`src/rtl/mul_feeder.sv`:
```
// mul_feeder: operand queue and sequencer in front of the multi-cycle 8x8
// multiplier. Operand pairs arrive on a valid/ready stream and are buffered
// in a small FIFO. They are issued one at a time over the multiplier's
// start/busy handshake. Each 16-bit product is held on a valid/ready output
// until it is taken. Only one product can be in flight at a time, so results
// leave in FIFO order and none is ever dropped.
module mul_feeder #(
    parameter int DEPTH = 4,   // operand FIFO depth in pairs, power of two >= 2
    parameter int AW    = 2    // log2(DEPTH)
) (
    input  logic          clk_i,
    input  logic          rst_i,
    input  logic [7:0]    a_bi,
    input  logic [7:0]    b_bi,
    input  logic          valid_i,
    output logic          ready_o,
    output logic [15:0]   y_bo,
    output logic          valid_o,
    input  logic          ready_i,
    output logic [7:0]    mul_a_bo,
    output logic [7:0]    mul_b_bo,
    output logic          mul_start_o,
    input  logic          mul_busy_i,
    input  logic [15:0]   mul_y_bi,
    output logic [AW:0]   count_bo
);

    typedef enum logic [1:0] {
        ST_IDLE  = 2'd0,
        ST_ISSUE = 2'd1,
        ST_WAIT  = 2'd2,
        ST_HOLD  = 2'd3
    } state_t;

    localparam logic [AW:0] FULL_CNT = (AW+1)'(DEPTH);

    state_t        state_q;
    state_t        state_d;

    // Operand storage: {a, b} per entry, head at rd_ptr.
    logic [15:0]   mem [DEPTH];
    logic [AW-1:0] wr_ptr;
    logic [AW-1:0] rd_ptr;
    logic [15:0]   head;

    // Per-cycle strobes derived from the current state.
    logic          push;
    logic          pop;
    logic          issue_go;
    logic          cap_y;
    logic          deliver;
    logic          start_d;
    logic          valid_d;

    // Full when count reaches DEPTH; depends only on the count register.
    assign ready_o = (count_bo != FULL_CNT);
    assign push    = valid_i && ready_o;
    assign head    = mem[rd_ptr];

    // FIFO storage write: data only, no reset needed.
    always_ff @(posedge clk_i) begin
        if (push) begin
            mem[wr_ptr] <= {a_bi, b_bi};
        end
    end

    // FIFO pointers and occupancy. A simultaneous push and pop moves both
    // pointers and leaves the count unchanged. Pointers wrap naturally
    // because DEPTH is a power of two. A pop only happens in ISSUE, and ISSUE
    // is only entered with a non-empty FIFO, so the count cannot underflow.
    always_ff @(posedge clk_i) begin
        if (rst_i) begin
            wr_ptr   <= '0;
            rd_ptr   <= '0;
            count_bo <= '0;
        end else begin
            if (push) begin
                wr_ptr <= wr_ptr + 1'b1;
            end
            if (pop) begin
                rd_ptr <= rd_ptr + 1'b1;
            end
            case ({push, pop})
                2'b10:   count_bo <= count_bo + 1'b1;
                2'b01:   count_bo <= count_bo - 1'b1;
                default: count_bo <= count_bo;
            endcase
        end
    end

    // Sequencer state register.
    always_ff @(posedge clk_i) begin
        if (rst_i) begin
            state_q <= ST_IDLE;
        end else begin
            state_q <= state_d;
        end
    end

    // Sequencer next-state logic.
    always_comb begin
        state_d = state_q;
        case (state_q)
            ST_IDLE: begin
                if ((count_bo != '0) && !mul_busy_i) begin
                    state_d = ST_ISSUE;
                end
            end
            ST_ISSUE: begin
                state_d = ST_WAIT;
            end
            ST_WAIT: begin
                if (!mul_busy_i) begin
                    state_d = ST_HOLD;
                end
            end
            ST_HOLD: begin
                if (ready_i) begin
                    state_d = ST_IDLE;
                end
            end
            default: begin
                state_d = ST_IDLE;
            end
        endcase
    end

    // Sequencer output decode: the strobes and the next values of the
    // registered handshake outputs.
    always_comb begin
        issue_go = 1'b0;
        pop      = 1'b0;
        cap_y    = 1'b0;
        deliver  = 1'b0;
        case (state_q)
            ST_IDLE:  issue_go = (count_bo != '0) && !mul_busy_i;
            ST_ISSUE: pop      = 1'b1;
            ST_WAIT:  cap_y    = !mul_busy_i;
            ST_HOLD:  deliver  = ready_i;
            default:  ;
        endcase
        // The start pulse lasts exactly the ISSUE cycle: it is raised on
        // IDLE->ISSUE and drops on ISSUE->WAIT.
        start_d = issue_go;
        // The product stays valid from capture until the output handshake.
        valid_d = cap_y || (valid_o && !deliver);
    end

    // Registered outputs toward the multiplier and the result stream.
    // The operands hold their last issued value outside ISSUE, because the
    // multiplier may still sample them while it is busy.
    always_ff @(posedge clk_i) begin
        if (rst_i) begin
            mul_start_o <= 1'b0;
            mul_a_bo    <= '0;
            mul_b_bo    <= '0;
            valid_o     <= 1'b0;
            y_bo        <= '0;
        end else begin
            mul_start_o <= start_d;
            valid_o     <= valid_d;
            if (issue_go) begin
                mul_a_bo <= head[15:8];
                mul_b_bo <= head[7:0];
            end
            if (cap_y) begin
                y_bo <= mul_y_bi;
            end
        end
    end

endmodule
```
`config.mk`:
```
export PLATFORM = sky130hd
export DESIGN_NAME = mul_feeder
export DESIGN_NICKNAME = d
export VERILOG_FILES = /design/src/rtl/mul_feeder.sv
export SDC_FILE = /design/constraint.sdc
export NUM_CORES = 1
export LEC_CHECK = 0
export CAP_MARGIN = 30
export CORE_ASPECT_RATIO = 2
export CORE_UTILIZATION = 52
export DETAILED_ROUTE_END_ITERATION = 8
export PLACE_DENSITY_LB_ADDON = 0.3
export SYNTH_ARGS = -nofsm -noshare
export SYNTH_HDL_FRONTEND = slang
export SYNTH_SLANG_ARGS = --single-unit
```
`constraint.sdc`:
```
create_clock -name clk_i -period 3.15 [get_ports clk_i]
set_clock_uncertainty 0.1 [all_clocks]
set_input_delay 0.4725 -clock clk_i [delete_from_list [all_inputs] [get_ports clk_i]]
set_output_delay 0.4725 -clock clk_i [all_outputs]
set_load 0.05 [all_outputs]
```
==> flow_metrics.env <==
export IMPL_status="complete, no violations"
export IMPL_fmax_mhz=386
export IMPL_die_h_um=127
export IMPL_syn_nets=309
export IMPL_n_antenna_cell=0
export IMPL_initial_core_util=0.536
export IMPL_synth_mux_area_frac=0.0989
export IMPL_routed_wl_mm=7.25
export IMPL_vias_per_cell=5.40
export IMPL_critPathMaxFanout=10
export IMPL_synth_seq_area_share=0.687
export IMPL_die_x_um=64.4
export IMPL_maxCapViolCount=0
export IMPL_grt_pass1_wl_mm=11.9
export IMPL_h_tree_depth=3
export IMPL_regToRegSetupSlack_ps=690
export IMPL_cp_required_ps=2580
export IMPL_port_buffers=74
export IMPL_syn_avg_cell_area_sq_um=15.4
export IMPL_placed_area_sq_um=4870
export IMPL_power_total_w=0.00420
export IMPL_hold_viol_final=0
export IMPL_yosys_area_share_simple=0.0662
export IMPL_ys_warn_count=0
export IMPL_setup_worst_path_start_class="flop"
export IMPL_root_buffer="clkbuf_16"
export IMPL_clk_latency_ps=340
export IMPL_num_nets_final=387
export IMPL_maxSlewViolCount=0
export IMPL_placeableCoreArea_sq_um=7540
export IMPL_clk_pin_slew_ps=70
export IMPL_dieArea_sq_um=8160
export IMPL_crit_path_start="count_bo[2]$_SDFFE_PP0P_"
export IMPL_antenna_found_initial=0
export IMPL_synthXorXnorAreaFrac=0.00866
export IMPL_grt_setup_unrepaired="false"
export IMPL_postSynthCellCount=262
export IMPL_hp_class="flop to flop"
export IMPL_layout_min_cycle_time_ps=2590
export IMPL_setup_worst_path_end="ready_o"
export IMPL_ir_drop_v=0.000691
export IMPL_synth_top_family_by_area="multiplexers"
export IMPL_cts_buffer_depth=2
export IMPL_synth_compound_area_share=0.0730
export IMPL_cts_tree="yes"
export IMPL_io_pins=75
export IMPL_finalSetupViolations=0
export IMPL_crit_reg2reg_launch="count_bo[2]$_SDFFE_PP0P_"
export IMPL_max_slew_margin_rel=0.456
export IMPL_numCtsBuffers=9
export IMPL_finalCritPeriodShare=0.822
export IMPL_gr_total_overflow=0
export IMPL_crit_arrival_ps=2020
export IMPL_cts_resized=0
export IMPL_synth_area_sq_um=4050
export IMPL_fin_util=0.688
export IMPL_drt_iter0_markers=68
export IMPL_hold_buffers=0
export IMPL_drive_gt1_frac=0.107
export IMPL_endpoint_kind="primary output"
export IMPL_critPathKind="flop to primary output"
export IMPL_synth_fa_ha_area_frac=0.0328
export IMPL_p_leak_nw=1.80
export IMPL_worst_r2r_path_depth=8
export IMPL_num_rows=45
export IMPL_grt_use_total=0.201
export IMPL_dp_hpwl_mm=4.82
export IMPL_synth_distinct_cells=35
export IMPL_first_global_vias=2549
export IMPL_synth_seq_cells=107
export IMPL_cts_sinks=107
export IMPL_grt_max_degree=24
export IMPL_area_growth_pct=28.3
export IMPL_drtPass1Iterations=4
export IMPL_postCtsSetupBuffers=0
export IMPL_final_antenna_net_count=0
export IMPL_crit_reg2reg_capture="count_bo[2]$_SDFFE_PP0P_"
export IMPL_drcViolationCount=0
export IMPL_design_area_sq_um=5190
export IMPL_via_count=2370
export IMPL_tns_ps=0
export IMPL_powerDensity_nw_per_um2=808
export IMPL_worst_pin_slew_ps=815
export IMPL_wl_per_cell_um=16.5
export IMPL_routabilityCongestion=0.720
-- sequential cells by signal (all words and copies together), names as in the netlist --
signal	count
count_bo	3
mem	64
mul_a_bo	8
mul_b_bo	8
mul_start_o	1
rd_ptr	2
state_q	2
valid_o	1
wr_ptr	2
y_bo	16
-- cells in the mapped netlist, drive strengths merged --
master / number / area share
clkbuf: 3 / 0.0031
o221a: 1 / 0.0028
nor4: 1 / 0.0053
buf: 12 / 0.022
o31a: 1 / 0.0025
o21ai: 1 / 0.0012
fa: 1 / 0.0049
mux2i: 1 / 0.0025
edfxtp: 64 / 0.47
nor2: 6 / 0.0056
a22o: 16 / 0.035
or3b: 1 / 0.0022
nor2b: 2 / 0.0031
a221oi: 1 / 0.0022
nor3: 1 / 0.0025
dfxtp: 43 / 0.21
mux4: 16 / 0.096
nand2b: 1 / 0.0015
a21oi: 21 / 0.026
xnor2: 1 / 0.0022
ha: 9 / 0.028
and3: 4 / 0.0062
or3: 1 / 0.0015
a21o: 2 / 0.0037
inv: 9 / 0.0083
or2: 1 / 0.0015
nand3: 2 / 0.0025
xor2: 3 / 0.0065
nand2: 37 / 0.034
-- where the power goes --
group	switching, W	leakage, nW	total, W	internal, W
combinational	0.000690	0.709	0.00120	0.000505
sequential	0.000140	0.937	0.00181	0.00167
clock	0.000492	0.152	0.00119	0.000701
total	0.00132	1.80	0.00420	0.00288
-- how the worst min path moves through the flow --
stage	startpoint	endpoint	slack (ps)	depth (start not counted)
finish	y_bo[0]$_SDFFE_PP0P_	y_bo[0]$_SDFFE_PP0P_	360	2
global route	y_bo[9]$_SDFFE_PP0P_	y_bo[9]$_SDFFE_PP0P_	370	2
CTS	y_bo[7]$_SDFFE_PP0P_	y_bo[7]$_SDFFE_PP0P_	360	2
detailed placement	y_bo[7]$_SDFFE_PP0P_	y_bo[7]$_SDFFE_PP0P_	350	2
global placement	y_bo[8]$_SDFFE_PP0P_	y_bo[8]$_SDFFE_PP0P_	340	2
floorplan	state_q[1]$_SDFFE_PP0P_	state_q[1]$_SDFFE_PP0P_	370	2
-- layer usage --
| layer | wire [um] | track usage | up-vias |
|---|---|---|---|
| met5 | 0 | 0 | - |
| met4 | 217 | 0.106 | 0 |
| met3 | 346 | 0.0549 | 15 |
| met2 | 4040 | 0.372 | 74 |
| met1 | 2650 | 0.194 | 1152 |
| li1 | - | - | 1129 |
-- stage by stage --
step,hold slack (ps),setup WS (ps),std cells
floorplan,368,442,262
global placement,342,698,423
detailed placement,349,633,423
CTS,359,539,439
global route,367,509,439
finish,355,562,439
-- worst max-delay path: stages, from the launching register on --
cell	delay (ps)
dfxtp_1	410
or3b_1	510
clkdlybuf4s50_1	750
-- cell families (layout without fill, tap and decap cells) --
| group | Yosys count | in the layout |
|---|---|---|
| buf+inv | 24 | 107 |
| compound gates | 43 | 43 |
| xor+xnor | 4 | 4 |
| flops | 107 | 107 |
| mux | 17 | 17 |
| fa+ha+maj | 10 | 10 |
| simple gates | 57 | 57 |
-- layout make-up --
class / count / area (sq um)
Timing Repair Buffer: 82 / 801
Fill cell: 545 / 2350
Multi-Input combinational cell: 131 / 1130
Tap cell: 94 / 118
Clock buffer: 9 / 225
Inverter: 9 / 33.8
Sequential cell: 107 / 2780
Clock inverter: 7 / 101
-- cell usage in the layout, fill, tap and decap left out --
cell             count
or2_2                1
or3b_1               1
buf_4                8
clkbuf_16            9
xor2_1               3
or3_1                1
nand2_1             37
bufinv_16            2
mux2i_1              1
inv_6                1
o21ai_0              1
clkinvlp_4           2
o221a_2              1
a21oi_1             21
clkdlybuf4s50_1     74
nor2_1               6
dfxtp_1             43
nor3_2               1
mux4_2               8
ha_1                 9
clkinv_4             2
inv_1                9
o31a_2               1
nor2b_1              2
a22o_1              16
and3_1               4
nand2b_1             1
edfxtp_1            64
a21o_1               2
xnor2_1              1
fa_1                 1
a221oi_1             1
mux4_1               8
nand3_1              2
nor4_4               1
Note: power is estimated with default switching activity, not from simulation.
